**src/rtl/mem_arb_pkg.sv**
```systemverilog
// Shared types for the memory port arbiter: FSM states, transaction owner
// and the latched memory command.
package mem_arb_pkg;

  localparam int CMD_ADDR_W = 32;
  localparam int CMD_DATA_W = 32;

  typedef enum logic [1:0] {
    IDLE,
    ISSUE,
    WAIT,
    RESP
  } arb_state_t;

  typedef enum logic {
    OWN_FETCH,
    OWN_DATA
  } arb_owner_t;

  typedef struct packed {
    logic                  we;
    logic [CMD_ADDR_W-1:0] addr;
    logic [CMD_DATA_W-1:0] wdata;
  } mem_cmd_t;

endpackage

```
**src/rtl/mem_arb_priority.sv**
```systemverilog
// Fetch/data winner select: data has priority unless fetch has been passed
// over STARVE_LIMIT consecutive times while pending.
module mem_arb_priority
  import mem_arb_pkg::*;
#(
  parameter int STARVE_LIMIT = 4
) (
  input  logic clk,
  input  logic rst,
  input  logic fetch_valid,
  input  logic data_valid,
  input  logic idle,
  input  logic accept,
  output logic grant_fetch,
  output logic grant_data
);

  localparam int CNT_W = $clog2(STARVE_LIMIT + 1);

  logic [CNT_W-1:0] starve_cnt;
  logic             starved;

  assign starved = (starve_cnt == CNT_W'(STARVE_LIMIT));

  always_comb begin
    grant_fetch = idle & fetch_valid & (~data_valid | starved);
    grant_data  = idle & data_valid & ~grant_fetch;
  end

  // Counter only moves on grants or on an IDLE cycle with no fetch pending.
  always_ff @(posedge clk or posedge rst) begin
    if (rst) begin
      starve_cnt <= '0;
    end else if (accept && grant_fetch) begin
      starve_cnt <= '0;
    end else if (accept && grant_data && fetch_valid) begin
      if (!starved) starve_cnt <= starve_cnt + 1'b1;
    end else if (idle && !fetch_valid) begin
      starve_cnt <= '0;
    end
  end

endmodule

```
**src/rtl/mem_port_arbiter.sv**
```systemverilog
// Single-port memory sequencer shared by instruction fetch and load/store.
// Optional `MEM_ARB_STATS_EN adds grant and conflict statistics counters.
module mem_port_arbiter
  import mem_arb_pkg::*;
#(
  parameter int ADDR_W       = 32,
  parameter int DATA_W       = 32,
  parameter int MEM_LATENCY  = 1,
  parameter int STARVE_LIMIT = 4
) (
  input  logic              CLK,
  input  logic              RESET,
  input  logic              fetch_req_valid,
  output logic              fetch_req_ready,
  input  logic [ADDR_W-1:0] fetch_req_addr,
  output logic              fetch_resp_valid,
  output logic [DATA_W-1:0] fetch_resp_data,
  output logic              fetch_resp_err,
  input  logic              data_req_valid,
  output logic              data_req_ready,
  input  logic              data_req_we,
  input  logic [ADDR_W-1:0] data_req_addr,
  input  logic [DATA_W-1:0] data_req_wdata,
  output logic              data_resp_valid,
  output logic [DATA_W-1:0] data_resp_data,
  output logic              data_resp_err,
  output logic              mem_en,
  output logic              mem_we,
  output logic [ADDR_W-1:0] mem_addr,
  output logic [DATA_W-1:0] mem_wdata,
  input  logic [DATA_W-1:0] mem_rdata,
  input  logic              mem_err,
  output logic              busy
`ifdef MEM_ARB_STATS_EN
  ,
  output logic [31:0]       stat_fetch_grants,
  output logic [31:0]       stat_data_grants,
  output logic [31:0]       stat_conflict_cycles
`endif
);

  if (MEM_LATENCY < 1) begin : g_bad_latency
    $error("mem_port_arbiter: MEM_LATENCY must be >= 1");
  end
  if (STARVE_LIMIT < 1) begin : g_bad_starve
    $error("mem_port_arbiter: STARVE_LIMIT must be >= 1");
  end
  if (ADDR_W != CMD_ADDR_W || DATA_W != CMD_DATA_W) begin : g_bad_width
    $error("mem_port_arbiter: ADDR_W/DATA_W must match mem_arb_pkg command widths");
  end

  localparam int LAT_W = (MEM_LATENCY > 1) ? $clog2(MEM_LATENCY) : 1;

  arb_state_t       state, state_next;
  arb_owner_t       owner;
  mem_cmd_t         cmd;
  logic [LAT_W-1:0] lat_cnt;
  logic [DATA_W-1:0] resp_data;
  logic             resp_err;
  logic             idle, accept, grant_fetch, grant_data;

  assign idle   = (state == IDLE);
  assign accept = grant_fetch | grant_data;

  mem_arb_priority #(
    .STARVE_LIMIT(STARVE_LIMIT)
  ) u_priority (
    .clk        (CLK),
    .rst        (RESET),
    .fetch_valid(fetch_req_valid),
    .data_valid (data_req_valid),
    .idle       (idle),
    .accept     (accept),
    .grant_fetch(grant_fetch),
    .grant_data (grant_data)
  );

  always_ff @(posedge CLK or posedge RESET) begin
    if (RESET) state <= IDLE;
    else       state <= state_next;
  end

  always_comb begin
    state_next = state;
    case (state)
      IDLE:    if (accept) state_next = ISSUE;
      ISSUE:   state_next = WAIT;
      WAIT:    if (lat_cnt == '0) state_next = RESP;
      RESP:    state_next = IDLE;
      default: state_next = IDLE;
    endcase
  end

  always_ff @(posedge CLK or posedge RESET) begin
    if (RESET) begin
      owner     <= OWN_FETCH;
      cmd       <= '0;
      lat_cnt   <= '0;
      resp_data <= '0;
      resp_err  <= '0;
    end else begin
      case (state)
        IDLE: if (accept) begin
          owner     <= grant_data ? OWN_DATA : OWN_FETCH;
          cmd.we    <= grant_data & data_req_we;
          cmd.addr  <= grant_data ? data_req_addr : fetch_req_addr;
          cmd.wdata <= grant_data ? data_req_wdata : '0;
        end
        ISSUE: lat_cnt <= LAT_W'(MEM_LATENCY - 1);
        WAIT: begin
          if (lat_cnt == '0) begin
            resp_data <= cmd.we ? '0 : mem_rdata;
            resp_err  <= mem_err;
          end else begin
            lat_cnt <= lat_cnt - 1'b1;
          end
        end
        default: ;
      endcase
    end
  end

  always_comb begin
    fetch_req_ready  = grant_fetch;
    data_req_ready   = grant_data;
    busy             = ~idle;
    mem_en           = (state == ISSUE);
    mem_we           = mem_en & cmd.we;
    mem_addr         = mem_en ? cmd.addr : '0;
    mem_wdata        = mem_en ? cmd.wdata : '0;
    fetch_resp_valid = (state == RESP) && (owner == OWN_FETCH);
    data_resp_valid  = (state == RESP) && (owner == OWN_DATA);
    fetch_resp_data  = fetch_resp_valid ? resp_data : '0;
    fetch_resp_err   = fetch_resp_valid & resp_err;
    data_resp_data   = data_resp_valid ? resp_data : '0;
    data_resp_err    = data_resp_valid & resp_err;
  end

`ifdef MEM_ARB_STATS_EN
  always_ff @(posedge CLK or posedge RESET) begin
    if (RESET) begin
      stat_fetch_grants    <= '0;
      stat_data_grants     <= '0;
      stat_conflict_cycles <= '0;
    end else begin
      if (grant_fetch) stat_fetch_grants <= stat_fetch_grants + 32'd1;
      if (grant_data)  stat_data_grants  <= stat_data_grants + 32'd1;
      if (idle && fetch_req_valid && data_req_valid)
        stat_conflict_cycles <= stat_conflict_cycles + 32'd1;
    end
  end
`endif

endmodule
```
**config.mk**
```make
export PLATFORM = sky130hd
export DESIGN_NAME = mem_port_arbiter
export DESIGN_NICKNAME = d
export VERILOG_FILES = /design/src/rtl/mem_arb_pkg.sv /design/src/rtl/mem_arb_priority.sv /design/src/rtl/mem_port_arbiter.sv
export SDC_FILE = /design/constraint.sdc
export NUM_CORES = 1
export LEC_CHECK = 0
export ABC_AREA = 1
export BUFFER_PORTS_ARGS = -buffer_cell sky130_fd_sc_hd__buf_4
export CAP_MARGIN = 30
export CORE_MARGIN = 8
export CORE_UTILIZATION = 35
export DETAILED_ROUTE_END_ITERATION = 6
export PLACE_DENSITY_LB_ADDON = 0.2
export SLEW_MARGIN = 20
export SYNTH_ARGS = -nofsm -noshare
export SYNTH_HDL_FRONTEND = slang
export SYNTH_HIERARCHICAL = 1
export SYNTH_SLANG_ARGS = --single-unit
```
**constraint.sdc**
```tcl
create_clock -name CLK -period 4.4 [get_ports CLK]
set_input_delay 0.88 -clock CLK [delete_from_list [all_inputs] [get_ports CLK]]
set_output_delay 0.88 -clock CLK [all_outputs]
set_load 0.01 [all_outputs]
```
==> results of run 1 <==
## layout make-up
class | count | area (sq um)
Multi-Input combinational cell | 531 | 2190
Clock inverter | 4 | 45.0
Fill cell | 1618 | 7260
Tap cell | 188 | 235
Clock buffer | 11 | 243
Timing Repair Buffer | 283 | 2190
Inverter | 116 | 438
Sequential cell | 104 | 2600
## power by group through the flow
| stage | clock [uW] | combinational, uW | sequential (uW) |
|---|---|---|---|
| after floorplan | 0 | 1330 | 1550 |
| final | 792 | 2130 | 1580 |
| after global placement | 0 | 2080 | 1590 |
| after CTS | 821 | 2150 | 1580 |
| after global routing | 855 | 2430 | 1640 |
| after detailed placement | 0 | 2140 | 1600 |
## synth_stat cells (all sizes together)
cell type,number,area (sq um)
or2,1,6.26
buf,30,183
nor2,70,273
nand2,378,1420
clkbuf,13,48.8
nand4,3,18.8
inv,116,435
ha,6,75.1
xor2,1,8.76
nand3,38,195
o21ai,34,174
dfrtp,104,2600
## worst max-delay path by stage
| stage | start | to | slack (ns) | cells after the start |
|---|---|---|---|---|
| floorplan | RESET | cmd[0] | 0.87 | 1 |
| global placement | fetch_req_valid | cmd[33] | 1.49 | 12 |
| detailed placement | fetch_req_valid | data_req_ready | 1.49 | 8 |
| CTS | state[0] | data_req_ready | 1.23 | 9 |
| global route | state[0] | data_req_ready | 1.07 | 9 |
| finish | state[0] | data_req_ready | 1.26 | 9 |
## registers in the layout (all words and copies together) (netlist names)
name / cells
u_priority/starve_cnt: 3
cmd: 65
state: 2
owner: 1
resp_data: 32
resp_err: 1
## routing by layer
layer,wire [microns],track usage
met2,7760,0.273
met3,1740,0.0743
met1,7810,0.215
met4,198,0.0509
met5,0,0
## logic make-up after synthesis
group | count (synthesis)
buffers and inverters | 159
xor gates and xnor gates | 1
AOI/OAI and AO/OA | 34
and+or+nand+nor | 490
adders and majority gates | 6
DFF | 104
## stage by stage
stage                     power [uW]  area, sq um
after global routing            4920         7950
final                           4500         7950
after CTS                       4550         7900
after global placement          3670         7560
after detailed placement        3740         7610
after floorplan                 2880         5440
==> results.cfg, run 1 <==
[sta]
slew_viol_final = 0
fmaxAchievable_mhz = 319
rsz0062_at_grt = no
setup_slack_ns = 1.26
fin_skew_ns = 0.00753
fin_tns_setup_ns = 0
setup_viol = 0
slew_headroom = 0.561
hold_ws_ns = 0.425
fin_crit_sh = 0.713
timing.final.hold_violations = 0
tightest_slew_ns = 0.657
period_needed_ns = 3.14

[global_routing]
grt_pass1_vias = 5231
antenna_found_initial = 0
grt_max_degree = 74
overflow = 0
grt.total_usage = 0.175
grt_first_pass_wirelength_microns = 27800

[synthesis]
synthAdderAreaFrac = 0.0138
ys_warn_count = 6
ys_ff_latch = 104
synth_compound_area_frac = 0.0319
ys_types = 21
synthesis.area_sq_um = 5440
synth_xor_area_frac = 0.00161
synthesis.nets = 934
yosys-mux-area-fraction = 0
synth_top_family_by_area = simple AND/OR/NAND/NOR gates
avgSynthCellArea_sq_um = 6.86
synth-simple-area-share = 0.352
yosysSeqAreaShare = 0.478
syn_inst = 794

[route]
antenna_left = 0
drt-vias-per-instance = 4.34
drc = 0
drtIter0Drc = 311
wl_per_cell_microns = 14.2
vias = 5369
drt-total-wl_microns = 17500
firstDrtPassIters = 4

[worst_setup_path]
r2r_setup_slack_ns = 1.57
critPathLaunchType = register
required_ns = 3.52
reg2regPathDepth = 12
path_buf_inv = 5
path_cells = inv_1 -> ha_1 -> nand2_1 -> inv_1 -> nand2_2 -> inv_1 -> nor2_2 -> buf_4 -> buf_4
worstPathArrival_ns = 2.26
path_delay_family = buffers and inverters
r2r-start = state[0]
worstSetupPathType = reg2out
crit_slowest_cell = dfrtp_1
crit_path_max_fanout = 37
critical-path-max-stage-delay_ns = 0.41
cp-end-kind = output port
cpMostUsedCell = inv_1
reg2reg_to = cmd[10]

[pwr]
swShare = 0.403
p_switching_uw = 1820
seqPwrFrac = 0.352
internal_power_uw = 2690
comb_power_share = 0.472
p_per_area_nw_per_um2 = 567
ir_worst_vdd_mv = 0.295
leakagePower_uw = 0.00496
clockPowerShare = 0.176

[cts]
cts.clk_slew.worst_paths_ns = 0.06
htreeDepth = 3
ctsHoldBuffers = 0
post-cts-setup-buffers = 0
clk_latency_ns = 0.35
cts_sinks = 104
cts_buffer_depth = 2
cts_tree = built
cts_inserted_buffers = 9
ctsResizeCount = 0
cts_root_buf = clkbuf_16

[floorplan]
die_h_microns = 141
core_sq_um = 15200
start_util = 0.358
design.die.area_sq_um = 19800
core.rowCount = 45
io_pins = 271
die_width_microns = 141

[final_layout]
synthToLayoutAreaGrowth_pct = 45.9
antenna_cells = 0
mostFrequentLayoutCell = nand2_1
drive_above_1_share = 0.296
fin_util = 0.523
final_cell_mix = 376 x nand2_1, 276 x buf_4, 113 x inv_1, 104 x dfrtp_1, 67 x nor2_1
nets = 1185
final_cells = 1237

[min_path]
hold_class = in2async

[flow_run]
drv_cap = 0

[placed_design]
hpwlAfterDp_microns = 13100
dp.cells = 1219
gp_congestion = 0.803
port_buffers = 270
place_ws_ns = 1.49

[status]
status = completed
(Power assumes the default switching activity.)
==> run 2, diff against run 1 <==
==> constraint.sdc (replaced) <==
create_clock -name CLK -period 2.9 [get_ports CLK]
set_input_delay 0.58 -clock CLK [delete_from_list [all_inputs] [get_ports CLK]]
set_output_delay 0.58 -clock CLK [all_outputs]
set_load 0.01 [all_outputs]
==> run 2 against run 1 <==
  * Sequential power increased by 53%
  * Total power increased by 51%
  * Final area decreased by 0.27%
  * Combinational power increased by 54%
  * Cell count decreased by 0.16%
  * Largest power group unchanged
==> results.cfg, run 2 (synthesized netlist as in run 1, its figures left out) <==
[cts]
cts_sinks = 104
cts_tree = built
cts.clk_slew.worst_paths_ns = 0.07
cts_inserted_buffers = 9
cts_root_buf = clkbuf_16
cts_buffer_depth = 2
htreeDepth = 3
clk_latency_ns = 0.34

[route]
wl_per_cell_microns = 14.3
drtIter0Drc = 287
drt-vias-per-instance = 4.39
firstDrtPassIters = 7
drc = 0
vias = 5417
antenna_left = 0
drt-total-wl_microns = 17700

[final_layout]
fin_util = 0.521
final_cell_mix = 376 x nand2_1, 277 x buf_4, 113 x inv_1, 104 x dfrtp_1, 67 x nor2_1
drive_above_1_share = 0.294
nets = 1185
mostFrequentLayoutCell = nand2_1
reg_top3 = cmd: 65 flops, resp_data: 32 flops, u_priority/starve_cnt: 3 flops
final_cells = 1235
synthToLayoutAreaGrowth_pct = 45.6
largest_reg_flops = 65
nFillCells = 1567
final_area_sq_um = 7920
top_register = cmd
antenna_cells = 0

[sta]
period_needed_ns = 2.64
slew_headroom = 0.612
rsz0062_at_grt = no
timing.final.hold_violations = 0
fmaxAchievable_mhz = 379
tightest_slew_ns = 0.582
setup_viol = 0
fin_skew_ns = 0.00520
fin_crit_sh = 0.910
slew_viol_final = 0
fin_tns_setup_ns = 0
hold_ws_ns = 0.122

[worst_setup_path]
worstSetupPathType = reg2out
reg2regPathDepth = 11
cp-end-kind = output port
path_cells = inv_1 -> ha_1 -> nand2_1 -> inv_1 -> nand2_2 -> inv_1 -> nor2_4 -> buf_4
worstPathArrival_ns = 2.06
required_ns = 2.32
critical-path-max-stage-delay_ns = 0.42
critPathLaunchType = register
crit_path_max_fanout = 10
cpMostUsedCell = inv_1
crit_slowest_cell = dfrtp_1

[global_routing]
grt_pass1_vias = 5337
grt_max_degree = 102
grt.total_usage = 0.179
antenna_found_initial = 0
overflow = 0
grt_first_pass_wirelength_microns = 28500

[pwr]
p_per_area_nw_per_um2 = 857
ir_worst_vdd_mv = 0.355
leakagePower_uw = 0.00495

[floorplan]
design.die.area_sq_um = 19800
start_util = 0.358
core.rowCount = 45
die_width_microns = 141
die_h_microns = 141
io_pins = 271
core_sq_um = 15200

[placed_design]
dp.cells = 1221
gp_congestion = 0.785
postPlaceCellArea_sq_um = 7650
port_buffers = 270
hpwlAfterDp_microns = 13200

[min_path]
hold_class = in2async

[status]
status = completed

[flow_run]
drv_cap = 0
-- run 2: changes by cell type in the layout (fill, tap and decap cells not counted) --
cell,change
nor2_2,-1
clkbuf_8,+1
clkinvlp_4,+1
inv_4,-1
buf_8,-4
buf_6,+1
buf_12,+2
bufinv_16,-1
clkinv_2,-2
buf_4,+1
nor2_4,+1
-- run 2: metrics by stage --
step	power, uW	setup slack, ns
after CTS	6880	0.123
after detailed placement	5730	0.337
after floorplan	4370	0.809
after global routing	7460	0.127
final	6790	0.260
after global placement	5680	0.476
-- run 2: worst max-delay path, delay by kind of cell (launching register included) --
family	cells	cell delay (ns)
adders and majority gates	1	0.41
buffers and inverters	4	0.59
DFF	1	0.42
and+or+nand+nor	3	0.29
-- run 2: worst paths after layout --
check / from / endpoint / slack [ns]
min in group CLK: data_req_wdata[20] / cmd[20] / 0.44
worst min register to register: cmd[29] / cmd[29] / 0.47
worst min-delay path: RESET / u_priority/starve_cnt[0] / 0.12
worst max-delay path: state[0] / data_req_ready / 0.26
max in group asynchronous: RESET / cmd[19] / 2.08
worst max register to register: state[0] / cmd[9] / 0.49
-- run 2: layout make-up --
cell class / instances / area (sq um) / area share
sequential: 104 / 2600 / 0.328
multi-input combinational: 531 / 2190 / 0.277
timing repair buffer: 283 / 2190 / 0.276
inverter: 116 / 439 / 0.0554
clock buffer: 12 / 256 / 0.0324
tap: 188 / 235 / 0.0297
clock inverter: 1 / 5.00 / 0.000632
-- run 2: timing repair --
item                       in CTS  in global routing
hold buffers                    0                  0
resized for setup               0                  1
setup endpoints to repair       0                  1
buffers inserted                0                  0
-- run 2: where the power goes --
| group | switching, uW | total, uW | internal, uW |
|---|---|---|---|
| Sequential | 292 | 2410 | 2110 |
| Combinational | 1980 | 3270 | 1300 |
| Clock | 495 | 1110 | 614 |
| Total | 2760 | 6790 | 4030 |
-- run 2: routing by layer --
layer  track usage  up-vias  wire length (microns)
li1              -     2819                      -
met4        0.0566        0                    274
met1         0.227     2381                   7900
met5             0        -                      0
met3        0.0652       16                   1600
met2         0.278      201                   7910
